File: src/rtl/approx_adder_pipe.sv
// Two-stage valid/ready pipelined approximate adder: OR-approximates the low keff bits and adds the upper part exactly.
// Optional exact-shadow error monitor is enabled by defining APPROX_ADDER_ERR_MON_EN.
`timescale 1ns/1ps

module approx_adder_pipe #(
  parameter int WIDTH      = 4,
  parameter int APPROX_MAX = 2,
  parameter int ET         = 2,
  parameter int CNT_W      = 16,
  localparam int K_W       = (APPROX_MAX > 0) ? $clog2(APPROX_MAX + 1) : 1
) (
  input  logic             clk,
  input  logic             rst,
  input  logic [WIDTH-1:0] in_a,
  input  logic [WIDTH-1:0] in_b,
  input  logic [K_W-1:0]   in_k,
  input  logic             in_valid,
  output logic             in_ready,
  output logic [WIDTH:0]   out_sum,
  output logic             out_valid,
  input  logic             out_ready,
  input  logic             clr_stats,
  output logic [WIDTH:0]   out_err,
  output logic [CNT_W-1:0] err_cnt,
  output logic [WIDTH:0]   err_max
);

  logic             s1_valid, s2_valid;
  logic             s1_ready, s2_ready;
  logic [WIDTH-1:0] s1_a, s1_b;
  logic [K_W-1:0]   s1_k;
  logic [K_W-1:0]   in_keff;
  logic [WIDTH:0]   s2_sum;
  logic [WIDTH:0]   a_ext, b_ext, lo_mask, approx_sum;

  assign s2_ready = !s2_valid || out_ready;
  assign s1_ready = !s1_valid || s2_ready;
  assign in_ready = s1_ready;

  assign in_keff = (in_k > K_W'(APPROX_MAX)) ? K_W'(APPROX_MAX) : in_k;

  // Masking both operands' low bits to zero before the add keeps any carry
  // out of the approximated region, so the upper add sees carry-in 0.
  always_comb begin
    // NOTE: every always_comb output gets a default first so no latch is inferred.
    a_ext      = {1'b0, s1_a};
    b_ext      = {1'b0, s1_b};
    lo_mask    = ~({(WIDTH + 1){1'b1}} << s1_k);
    approx_sum = ((a_ext & ~lo_mask) + (b_ext & ~lo_mask)) | ((a_ext | b_ext) & lo_mask);
  end

  // NOTE: operand registers carry no reset; their contents are only observed
  // behind s1_valid, which is reset, so clearing them would buy nothing.
  always_ff @(posedge clk) begin
    if (s1_ready && in_valid) begin
      s1_a <= in_a;
      s1_b <= in_b;
      s1_k <= in_keff;
    end
  end

  // NOTE: sequential state uses non-blocking assignments so every register
  // samples the pre-edge values regardless of statement order.
  always_ff @(posedge clk) begin
    if (rst) begin
      s1_valid <= 1'b0;
      s2_valid <= 1'b0;
      s2_sum   <= '0;
    end else begin
      if (s1_ready) s1_valid <= in_valid;
      if (s2_ready) begin
        s2_valid <= s1_valid;
        if (s1_valid) s2_sum <= approx_sum;
      end
    end
  end

  assign out_valid = s2_valid;
  assign out_sum   = s2_sum;

`ifdef APPROX_ADDER_ERR_MON_EN
  logic [WIDTH:0]   exact_sum, s2_err, err_max_q;
  logic [CNT_W-1:0] err_cnt_q;

  assign exact_sum = a_ext + b_ext;

  always_ff @(posedge clk) begin
    if (rst) begin
      s2_err <= '0;
    end else if (s2_ready && s1_valid) begin
      s2_err <= exact_sum - approx_sum;
    end
  end

  // A clear takes priority over a coincident transfer, which is then dropped from the stats.
  always_ff @(posedge clk) begin
    if (rst || clr_stats) begin
      err_cnt_q <= '0;
      err_max_q <= '0;
    end else if (s2_valid && out_ready) begin
      if (32'(s2_err) > ET && err_cnt_q != '1) err_cnt_q <= err_cnt_q + CNT_W'(1);
      if (s2_err > err_max_q) err_max_q <= s2_err;
    end
  end

  assign out_err = s2_err;
  assign err_cnt = err_cnt_q;
  assign err_max = err_max_q;
`else
  logic unused_clr_stats;
  assign unused_clr_stats = clr_stats;

  assign out_err = '0;
  assign err_cnt = '0;
  assign err_max = '0;
`endif

endmodule

File: config.mk
export PLATFORM = sky130hd
export DESIGN_NAME = approx_adder_pipe
export DESIGN_NICKNAME = d
export VERILOG_FILES = /design/src/rtl/approx_adder_pipe.sv
export SDC_FILE = /design/constraint.sdc
export NUM_CORES = 1
export LEC_CHECK = 0
export CAP_MARGIN = 20
export CORE_ASPECT_RATIO = 0.7
export CORE_MARGIN = 4
export CORE_UTILIZATION = 35
export CTS_CLUSTER_SIZE = 12
export DETAILED_ROUTE_END_ITERATION = 6
export GPL_TIMING_DRIVEN = 0
export PLACE_DENSITY_LB_ADDON = 0.1
export SYNTH_ARGS = -nofsm -noshare
export SYNTH_HDL_FRONTEND = slang
export SYNTH_SLANG_ARGS = --single-unit
export TNS_END_PERCENT = 10
File: constraint.sdc
create_clock -name clk -period 2.8 [get_ports clk]
set_clock_uncertainty 0.2 [all_clocks]
set_input_delay 0.56 -clock clk [delete_from_list [all_inputs] [get_ports clk]]
set_output_delay 0.56 -clock clk [all_outputs]
set_load 0.01 [all_outputs]
==> impl_metrics.yaml <==
clock_tree:
  cts_root_buffer_type: "sky130_fd_sc_hd__clkbuf_8"
  postCtsSetupBuffers: 0
  clk_pin_slew_worst_paths_ns: 0.07
  cts-buffers-inserted: 3
  clockBufferDepth: 2
  htreeDepth: 1
  numClockSinks: 17
  cts_tree: "done"
  hold_buffers: 0
  worst_skew_pair.late_latency_ns: 0.25
  ctsResizeCount: 0
power:
  seqPwrFrac_pct: 48.4
  design_power_total_mw: 0.5971
  power-per-cell-area_nw_per_um2: 433.8
  power.leakage_nw: 0.6214
  power.share.clock_pct: 30.1
  switching_power_mw: 0.1462
  ir_worst_vdd_mv: 0.2578
  intPower_mw: 0.4509
  power_switching_share_pct: 24.48
  comb_power_share_pct: 21.5
global_routing:
  maximum_number_of_pins_on_one_net_before_global_route_repair: 11
  globalRouteTotalUtil_pct: 9.638
  grt_antenna_before_repair: 0
  first_global_vias: 661
  gr-total-overflow: 0
  first_pass_grt_wire_length_um: 2773
sta:
  rsz0062_at_grt: "false"
  final.min_clock_period_ns: 2.654
  final_max_slew_viol_count: 0
  setup_viol_count_final: 0
  max_freq_ghz: 0.3768
  totalNegativeSetupSlack_ns: 0
  layout_worst_path_cycle_share_pct: 94.79
  timing_hold_violations_final: 0
cells_and_area:
  final_core_util_pct: 53.14
  drive_above_1_share_pct: 24.31
  area_delta_synth_final_pct: 37.16
  post_layout_nonfiller_instances: 178
  final_area_sq_um: 1376
  diode_insertion_count_for_antenna_repair: 0
  final_net_count: 165
critical_path:
  crit_path_start_kind: "primary input"
  setup.worst_path.end_class: "output port"
  critical_path_class: "primary input to output port"
  critical_path.max_fanout: 4
  critPathArrivalTime_ns: 1.89
  required_ns: 2.04
routing:
  avg_wl_per_cell_um: 10.13
  via_density: 4.084
  first_iter_violations: 16
  drtPass1Iterations: 4
  drt_drc_violations_left: 0
  postRouteWirelength_um: 1804
  ant_nets: 0
  detailroute.via_count: 727
yosys:
  syn_inst: 96
  seq_area_frac_synth_pct: 43.89
  post_synth_instance_area_sq_um: 1003
  post-synth-top-area-fraction_pct: 29.93
  most_frequent_cell_after_synthesis: "sky130_fd_sc_hd__buf_4"
  synth-warning-count: 0
  yosysTopAreaCell: "sky130_fd_sc_hd__edfxtp_1"
  synth_cell_types: 30
  synth.ff_latch_count: 17
  synth_enable_flop_cells: 10
  synth_area_per_cell_sq_um: 10.45
  post_synth_main_area_contributors: "sky130_fd_sc_hd__edfxtp_1 30%, sky130_fd_sc_hd__buf_4 20%, sky130_fd_sc_hd__dfxtp_1 14%"
  asyncSetResetFlopFracSynth_pct: 0
  synth.top_cells.by_count: "27 x sky130_fd_sc_hd__buf_4, 10 x sky130_fd_sc_hd__edfxtp_1, 7 x sky130_fd_sc_hd__a21oi_1, 7 x sky130_fd_sc_hd__dfxtp_1, 6 x sky130_fd_sc_hd__inv_1"
  dominantRegCellSynth: "sky130_fd_sc_hd__edfxtp_1"
floorplanning:
  die_height_um: 52.80
  coreArea_sq_um: 2590
  initial_core_util_pct: 38.74
  ios: 48
  die_area_sq_um: 3802
  core.rowCount: 15
  die_w_um: 72
run_status:
  outcome: "finished clean"
placed_design:
  place.gp.congestion: 0.7511
  detailed_place_hpwl_um: 1516
  placement.cell_area_sq_um: 1330
  port_buffers: 19
  dp.cells: 174
hold_path:
  hp-class: "primary input to register"
run:
  cap_violations: 0
-- path summary, 6_finish.rpt --
kind                            from  cells past startpoint  slack (ns)                      end
max reg2reg    s1_k[1]$_SDFFCE_PN1P_                      8        0.57  out_sum[4]$_SDFFE_PP0P_
min reg2reg  out_sum[4]$_SDFFE_PP0P_                      2        0.32  out_sum[4]$_SDFFE_PP0P_
max                        out_ready                      4        0.15                 in_ready
min                              rst                      2        0.30  out_sum[4]$_SDFFE_PP0P_
-- critical path, cell delays in order --
cell and delay (ns):
sky130_fd_sc_hd__clkdlybuf4s50_1 0.46, sky130_fd_sc_hd__and2b_2 0.25, sky130_fd_sc_hd__nand2_1 0.08, sky130_fd_sc_hd__clkdlybuf4s50_1 0.53
-- state kept, by name, indices dropped and copies added (netlist names) --
name       count
out_sum        5
s1_k           2
s1_b           4
out_valid      1
s1_valid       1
s1_a           4
-- power by group through the flow --
stage / logic [mW] / clock network (mW) / registers (mW)
after CTS: 0.127 / 0.185 / 0.289
after detailed placement: 0.127 / 0 / 0.295
after global routing: 0.142 / 0.194 / 0.291
after global placement: 0.124 / 0 / 0.294
after floorplan: 0.0834 / 0 / 0.296
final: 0.128 / 0.180 / 0.289
-- metrics by stage --
| step | setup WS (ns) | hold slack [ns] |
|---|---|---|
| 6_report | 0.1458 | 0.3039 |
| 5_1_grt | 0.1036 | 0.3099 |
| 4_1_cts | 0.1386 | 0.3008 |
| 3_5_place_dp | 0.1494 | 0.3169 |
| 3_3_place_gp | 0.1430 | 0.3118 |
| 2_1_floorplan | 0.8119 | 0.3292 |
-- layout make-up --
| type | instances | area [sq um] |
|---|---|---|
| repair buffers | 19 | 190.2 |
| fillers | 244 | 1214 |
| inverters | 6 | 22.52 |
| clock buffers | 3 | 41.29 |
| plain buffers | 30 | 221.5 |
| flip-flops and latches | 17 | 440.4 |
| well taps | 34 | 42.54 |
| clock inverters | 1 | 5.005 |
| multi-input cells | 68 | 412.9 |
-- cells by family (layout without fill, tap and decap cells) --
| family | Yosys count | count (layout) | synth area share (%) |
|---|---|---|---|
| buf+inv | 36 | 59 | 24.31 |
| compound gates | 19 | 19 | 12.84 |
| flops | 17 | 17 | 43.89 |
| simple gates | 17 | 17 | 10.72 |
| fa+ha+maj | 5 | 5 | 6.983 |
| other cells | 1 | 26 | 0.3737 |
| xor+xnor | 1 | 1 | 0.8730 |
-- placed cells by master (no fill, tap or decap) --
cell type / instances
sky130_fd_sc_hd__a2111o_1: 1
sky130_fd_sc_hd__a21boi_0: 2
sky130_fd_sc_hd__a21oi_1: 7
sky130_fd_sc_hd__a311oi_1: 4
sky130_fd_sc_hd__and2_1: 1
sky130_fd_sc_hd__and2b_2: 1
sky130_fd_sc_hd__buf_4: 27
sky130_fd_sc_hd__buf_6: 1
sky130_fd_sc_hd__clkbuf_1: 2
sky130_fd_sc_hd__clkbuf_8: 3
sky130_fd_sc_hd__clkdlybuf4s50_1: 19
sky130_fd_sc_hd__clkinv_2: 1
sky130_fd_sc_hd__conb_1: 26
sky130_fd_sc_hd__dfxtp_1: 7
sky130_fd_sc_hd__edfxtp_1: 10
sky130_fd_sc_hd__fa_1: 1
sky130_fd_sc_hd__ha_1: 4
sky130_fd_sc_hd__inv_1: 6
sky130_fd_sc_hd__nand2_1: 2
sky130_fd_sc_hd__nand2b_1: 3
sky130_fd_sc_hd__nand3_1: 1
sky130_fd_sc_hd__nand4b_1: 1
sky130_fd_sc_hd__nor2_1: 1
sky130_fd_sc_hd__nor2_2: 1
sky130_fd_sc_hd__nor2b_1: 2
sky130_fd_sc_hd__nor3b_1: 2
sky130_fd_sc_hd__o211ai_1: 1
sky130_fd_sc_hd__o21ai_0: 2
sky130_fd_sc_hd__o221ai_1: 1
sky130_fd_sc_hd__o22ai_1: 1
sky130_fd_sc_hd__or2_0: 1
sky130_fd_sc_hd__or2b_2: 1
sky130_fd_sc_hd__xor2_1: 1
-- layer usage --
metal  GRT usage, %  part of all wire, %  routed length, um  vias up
met4          2.813                 0.44                  8        0
met2          17.07                   49                888       30
li1               -                    -                  -      375
met1          10.50                   39                712      320
met3          4.215                   11                194        2
met5              0                    0                  0        -
No activity file was read; power rests on OpenSTA's default activity.
